**config.mk**
```make
export PLATFORM = sky130hd
export DESIGN_NAME = scan_cfg_loader
export DESIGN_NICKNAME = d
export VERILOG_FILES = /design/src/rtl/scan_cfg_loader.sv
export SDC_FILE = /design/constraint.sdc
export NUM_CORES = 1
export LEC_CHECK = 0
export ABC_AREA = 1
export ABC_CLOCK_PERIOD_IN_PS = 2350
export BUFFER_PORTS_ARGS = -buffer_cell sky130_fd_sc_hd__buf_2
export CAP_MARGIN = 0
export CORE_ASPECT_RATIO = 1.25
export CORE_MARGIN = 8
export CORE_UTILIZATION = 45
export DETAILED_ROUTE_END_ITERATION = 6
export GPL_TIMING_DRIVEN = 1
export PLACE_DENSITY = 0.66
export SYNTH_ARGS = -nofsm -noshare
export SYNTH_HDL_FRONTEND = slang
export SYNTH_SLANG_ARGS = --single-unit
```
**constraint.sdc**
```tcl
create_clock -name clk -period 2.35 [get_ports clk]
set_input_delay 0.1175 -clock clk [delete_from_list [all_inputs] [get_ports clk]]
set_output_delay 0.1175 -clock clk [all_outputs]
set_load 0.005 [all_outputs]
```
**src/rtl/scan_cfg_loader.sv**
```systemverilog
`default_nettype none
// ============================================================================
// Module   : scan_cfg_loader
// Purpose  : Upstream configuration master for the CLB scan chain. Takes
//            configuration words from a host over a valid/ready stream,
//            shifts them LSB-first onto scan_in using a registered scan_clk
//            derived from clk, and packs the bits returning on scan_out into
//            readback words (so a second load reads back the first).
// Ports    : clk, rst                 - system clock, sync active-high reset
//            start                    - begin a load (IDLE/DONE only)
//            cfg_data/valid/ready     - host configuration word stream
//            scan_clk/scan_en/scan_in - drive to the chain head
//            scan_out                 - chain tail
//            rb_data/rb_valid         - readback words, one pulse per word
//            busy, done               - status
// Revision : 1.0 - initial release
// ============================================================================
module scan_cfg_loader #(
    parameter int CHAIN_LEN = 29,
    parameter int WORD_W    = 8,
    parameter int CNT_W     = 16
) (
    input  logic              clk,
    input  logic              rst,
    input  logic              start,
    input  logic [WORD_W-1:0] cfg_data,
    input  logic              cfg_valid,
    output logic              cfg_ready,
    output logic              scan_clk,
    output logic              scan_en,
    output logic              scan_in,
    input  logic              scan_out,
    output logic [WORD_W-1:0] rb_data,
    output logic              rb_valid,
    output logic              busy,
    output logic              done
);

    localparam int c_NWORDS_I = (CHAIN_LEN + WORD_W - 1) / WORD_W;
    localparam int c_BIW_W    = (WORD_W > 1) ? $clog2(WORD_W) : 1;

    localparam logic [CNT_W-1:0]   c_NWORDS       = CNT_W'(c_NWORDS_I);
    localparam logic [CNT_W-1:0]   c_LAST_BIT     = CNT_W'(CHAIN_LEN - 1);
    localparam logic [c_BIW_W-1:0] c_LAST_IN_WORD = c_BIW_W'(WORD_W - 1);

    localparam logic [2:0] c_ST_IDLE    = 3'd0;
    localparam logic [2:0] c_ST_LOAD    = 3'd1;
    localparam logic [2:0] c_ST_SHIFT_A = 3'd2;
    localparam logic [2:0] c_ST_SHIFT_B = 3'd3;
    localparam logic [2:0] c_ST_FINISH  = 3'd4;
    localparam logic [2:0] c_ST_DONE    = 3'd5;

    logic [2:0]         r_state;
    logic [WORD_W-1:0]  r_hold;
    logic               r_hold_full;
    logic [WORD_W-1:0]  r_shift;      // bits of the current word still to go
    logic [CNT_W-1:0]   r_bit_cnt;    // bits completed in this load
    logic [CNT_W-1:0]   r_word_cnt;   // words accepted in this load
    logic [c_BIW_W-1:0] r_biw;        // index of current bit within its word
    logic [WORD_W-1:0]  r_rb_word;    // readback word under assembly

    logic               r_scan_clk;
    logic               r_scan_en;
    logic               r_scan_in;
    logic [WORD_W-1:0]  r_rb_data;
    logic               r_rb_valid;
    logic               r_busy;
    logic               r_done;

    logic               w_cfg_ready;
    logic               w_accept;
    logic [WORD_W-1:0]  w_load_word;
    logic [WORD_W-1:0]  w_sample;

    assign w_cfg_ready = r_busy & ~r_hold_full & (r_word_cnt < c_NWORDS);
    assign w_accept    = cfg_valid & w_cfg_ready;
    // In LOAD a waiting held word has priority; otherwise the word arriving
    // this cycle goes straight into the shift register.
    assign w_load_word = r_hold_full ? r_hold : cfg_data;
    assign w_sample    = {{(WORD_W-1){1'b0}}, scan_out} << r_biw;

    always_ff @(posedge clk) begin
        if (rst) begin
            r_state     <= c_ST_IDLE;
            r_hold      <= '0;
            r_hold_full <= 1'b0;
            r_shift     <= '0;
            r_bit_cnt   <= '0;
            r_word_cnt  <= '0;
            r_biw       <= '0;
            r_rb_word   <= '0;
            r_scan_clk  <= 1'b0;
            r_scan_en   <= 1'b0;
            r_scan_in   <= 1'b0;
            r_rb_data   <= '0;
            r_rb_valid  <= 1'b0;
            r_busy      <= 1'b0;
            r_done      <= 1'b0;
        end else begin
            r_rb_valid <= 1'b0;
            if (w_accept) begin
                r_word_cnt <= r_word_cnt + CNT_W'(1);
            end

            case (r_state)
                c_ST_IDLE, c_ST_DONE: begin
                    if (start) begin
                        r_state     <= c_ST_LOAD;
                        r_busy      <= 1'b1;
                        r_done      <= 1'b0;
                        r_bit_cnt   <= '0;
                        r_word_cnt  <= '0;
                        r_biw       <= '0;
                        r_hold_full <= 1'b0;
                        r_rb_word   <= '0;
                    end
                end

                // Entered at the start of a load (scan_en still 0) or on a
                // host stall (scan_en held 1, scan_clk 0: no extra edges).
                c_ST_LOAD: begin
                    if (r_hold_full || w_accept) begin
                        r_shift     <= w_load_word >> 1;
                        r_scan_in   <= w_load_word[0];
                        r_scan_en   <= 1'b1;
                        r_scan_clk  <= 1'b0;
                        r_biw       <= '0;
                        r_hold_full <= 1'b0;
                        r_state     <= c_ST_SHIFT_A;
                    end
                end

                // Phase A: data set up. The edge leaving it samples the
                // chain tail before the chain shifts.
                c_ST_SHIFT_A: begin
                    if (w_accept) begin
                        r_hold      <= cfg_data;
                        r_hold_full <= 1'b1;
                    end
                    r_scan_clk       <= 1'b1;
                    r_state          <= c_ST_SHIFT_B;
                    r_rb_word[r_biw] <= scan_out;
                    if (r_biw == c_LAST_IN_WORD || r_bit_cnt == c_LAST_BIT) begin
                        r_rb_data  <= r_rb_word | w_sample;
                        r_rb_valid <= 1'b1;
                        r_rb_word  <= '0;
                    end
                end

                // Phase B: scan_clk high; the chain captures on its rise.
                c_ST_SHIFT_B: begin
                    if (w_accept) begin
                        r_hold      <= cfg_data;
                        r_hold_full <= 1'b1;
                    end
                    r_scan_clk <= 1'b0;
                    r_bit_cnt  <= r_bit_cnt + CNT_W'(1);
                    if (r_bit_cnt == c_LAST_BIT) begin
                        // Any unused upper bits of the final word are dropped.
                        r_scan_en <= 1'b0;
                        r_scan_in <= 1'b0;
                        r_state   <= c_ST_FINISH;
                    end else if (r_biw != c_LAST_IN_WORD) begin
                        r_scan_in <= r_shift[0];
                        r_shift   <= r_shift >> 1;
                        r_biw     <= r_biw + c_BIW_W'(1);
                        r_state   <= c_ST_SHIFT_A;
                    end else if (r_hold_full) begin
                        r_scan_in   <= r_hold[0];
                        r_shift     <= r_hold >> 1;
                        r_hold_full <= 1'b0;
                        r_biw       <= '0;
                        r_state     <= c_ST_SHIFT_A;
                    end else begin
                        r_state <= c_ST_LOAD;
                    end
                end

                c_ST_FINISH: begin
                    r_busy  <= 1'b0;
                    r_done  <= 1'b1;
                    r_state <= c_ST_DONE;
                end

                default: begin
                    r_state <= c_ST_IDLE;
                end
            endcase
        end
    end

    assign cfg_ready = w_cfg_ready;
    assign scan_clk  = r_scan_clk;
    assign scan_en   = r_scan_en;
    assign scan_in   = r_scan_in;
    assign rb_data   = r_rb_data;
    assign rb_valid  = r_rb_valid;
    assign busy      = r_busy;
    assign done      = r_done;

endmodule
`default_nettype wire

```
==> impl_metrics.yaml <==
status:
  outcome: "finished clean"
clocking:
  clockBufferDepth: 2
  cts_tree: "done"
  numCtsBuffers: 9
  cts.sinks: 76
  htree_levels: 3
  path_clk_slew_ps: 80
  post_cts_buffers: 0
  hold_buffers: 0
  ctsResizeCount: 0
  root_buffer: "clkbuf_8"
  worstSkewPairLatency_ps: 350
global_route:
  overflow: 0
  grt_max_degree: 40
  grt_first_pass_wirelength_mm: 14.1
  grt_pass1_vias: 3238
  grt_use_total_pct: 15.7
  antenna_found_initial: 0
placement:
  hpwlAfterDp_mm: 6.08
  portBuffers: 27
  preCtsSetupSlack_ps: 416
  placed_cell_area_mm2: 0.00385
  gp_congestion: 0.843
routing:
  vias_per_cell: 5.16
  ant_nets: 0
  drt-total-wl_mm: 8.27
  dr_total_vias: 3408
  first_pass_iters: 4
  drt-wirelength-per-cell_um: 12.5
  post-route-drc-count: 0
  drtIter0Drc: 161
finish:
  num-nets-final: 578
  insertedDiodeCount: 0
  drive_gt1_share_pct: 11.2
  area_growth_pct: 11.7
  design_area_mm2: 0.00405
  nFillCells: 814
worst_hold_path:
  hp-class: "in -> reg"
timing:
  drv_slew: 0
  period_share_pct: 84.1
  finClkSkew_ps: 12.4
  rsz0062_at_grt: "false"
  fmax_mhz: 506
  worst_pin_slew_ps: 560
  slew_headroom_pct: 62.6
  setup_viol: 0
  setup_slack_ps: 374
  fin_setup_tns_ps: 0
  fin_crit_ps: 1980
  final_hold_viol_count: 0
  fin_hold_ws_ps: 31.5
run:
  max_cap_viol_count: 0
floorplan:
  die_x_um: 96.2
  dieArea_mm2: 0.0112
  boundaryPins: 28
  die_h_um: 116
  initial_core_util_pct: 46.5
  fp.coreArea_mm2: 0.00779
  rows: 36
setup_path:
  crit_arrival_ps: 2210
  cp-start-kind: "register"
  critPathCaptureType: "register"
  r2r_start: "r_biw[1]"
  r2r_end: "rb_data[0]"
  endpoint: "rb_data[0]"
  worstPathMaxFanout: 10
  r2r_cells: 7
  path_class: "reg -> reg"
  cp_data_required_time_ps: 2580
  regToRegSetupSlack_ps: 370
  critPathLaunch: "r_biw[1]"
synth:
  async_reset_ff_share_pct: 0
  yosysTopAreaCellShare_pct: 42.0
  synth_edf_count: 0
  syn_inst: 531
  ys_types: 31
  syn-cell-area_mm2: 0.00362
  synth_ff_type: "dfxtp_1"
  yosysTopAreaCell: "dfxtp_1"
  seq_area_frac_synth_pct: 42.0
  yosysWarningCount: 0
  syn_nets: 549
  synth_seq_cells: 76
  syn_avg_cell_area_um2: 6.82
  yosys-top-cells-area: "dfxtp_1 (42%), nand2_1 (12%), nor2_1 (10%)"
pwr:
  power_switching_share_pct: 38.2
  switchingPower_mw: 1.45
  intPower_mw: 2.34
  leakagePower_nw: 1.72
  comb_power_share_pct: 33.3
  ir_worst_vdd_v: 0.000476
  clockPowerShare_pct: 25.8
  power_mw: 3.78
  powerDensity_mw_per_mm2: 935
  seqPwrFrac_pct: 40.9
placed cells by master, fill, tap and decap left out, types with 2 or more instances in the layout:
cell	count
nand2_1	116
nor2_1	96
dfxtp_1	76
inv_1	55
a21oi_1	37
buf_2	27
o21ai_0	24
nand3_1	21
nor3_1	21
a211oi_1	14
nand4_1	13
clkbuf_8	9
buf_4	8
o211ai_1	7
ha_1	5
nand3_2	3
nor2_2	3
a31oi_1	3
nor4_1	3
inv_2	3
o21bai_1	2
clkinv_1	2
nand2_2	2
clkinvlp_4	2
clkinv_2	2
worst max-delay path: stages, from the launching register on:
cell and delay, ps:
dfxtp_1 450, ha_1 200, ha_1 220, clkinv_1 190
nand2_2 240, nand2_1 260, nor3_1 230, nor3_1 60
power groups by stage:
stage          Combinational, mW  Clock, mW  Sequential [mW]
6_report                    1.26      0.974             1.55
4_1_cts                     1.27       1.01             1.55
5_1_grt                     1.45       1.06             1.56
3_5_place_dp                1.26          0             1.57
2_1_floorplan              0.993          0             1.54
3_3_place_gp                1.25          0             1.57
kinds of logic after synthesis:
family,Yosys count,share of synthesized area [%]
flip-flops,76,42.0
buffers and inverters,77,8.47
AO/OA/AOI/OAI,89,14.1
adder cells (fa/ha/maj),5,1.73
AND/OR/NAND/NOR,282,33.2
XOR/XNOR,2,0.484
registers in the layout (all words and copies together), names as in the netlist:
register     count
r_bit_cnt       16
r_word_cnt      16
done             1
r_state          3
r_rb_word        8
scan_en          1
rb_data          8
r_hold_full      1
scan_in          1
r_hold           8
busy             1
r_shift          7
scan_clk         1
r_biw            3
rb_valid         1
worst min path at each step:
stage | startpoint | endpoint | cells past startpoint
after CTS | cfg_data[5] | r_hold[5] | 3
final | cfg_data[5] | r_hold[5] | 3
after floorplan | cfg_data[0] | r_hold[0] | 2
after global placement | cfg_data[5] | r_hold[5] | 3
after global routing | cfg_data[5] | r_hold[5] | 3
after detailed placement | cfg_data[5] | r_hold[5] | 3
Yosys cell counts, types with 5 or more instances:
library cell / number
a211oi_1: 14
a21oi_1: 37
buf_2: 5
clkbuf_1: 9
dfxtp_1: 76
ha_1: 5
inv_1: 55
nand2_1: 116
nand3_1: 21
nand4_1: 13
nor2_1: 96
nor3_1: 21
o211ai_1: 7
o21ai_0: 24
metrics by stage:
step / util, % / cells
detailed placement: 49.5 / 644
floorplan: - / 531
finish: 51.9 / 660
CTS: 51.9 / 660
global placement: 49.5 / 644
global route: 51.9 / 660
layout make-up:
class                      count  area (µm²)  area share (%)
multi-input combinational    378        1790            44.3
sequential                    76        1520            37.6
inverter                      60         225            5.57
timing repair buffer          35         195            4.83
clock buffer                  10         128            3.15
tap                           95         119            2.94
clock inverter                 6        63.8            1.58
routing by layer:
| layer | track usage (%) | routed length, µm | vias up |
|---|---|---|---|
| li1 | - | - | 1796 |
| met1 | 17.6 | 3700 | 1548 |
| met5 | 0 | 0 | - |
| met3 | 4.05 | 372 | 12 |
| met4 | 7.71 | 164 | 0 |
| met2 | 26.8 | 4030 | 52 |
Note: power is estimated with default switching activity, not from simulation.
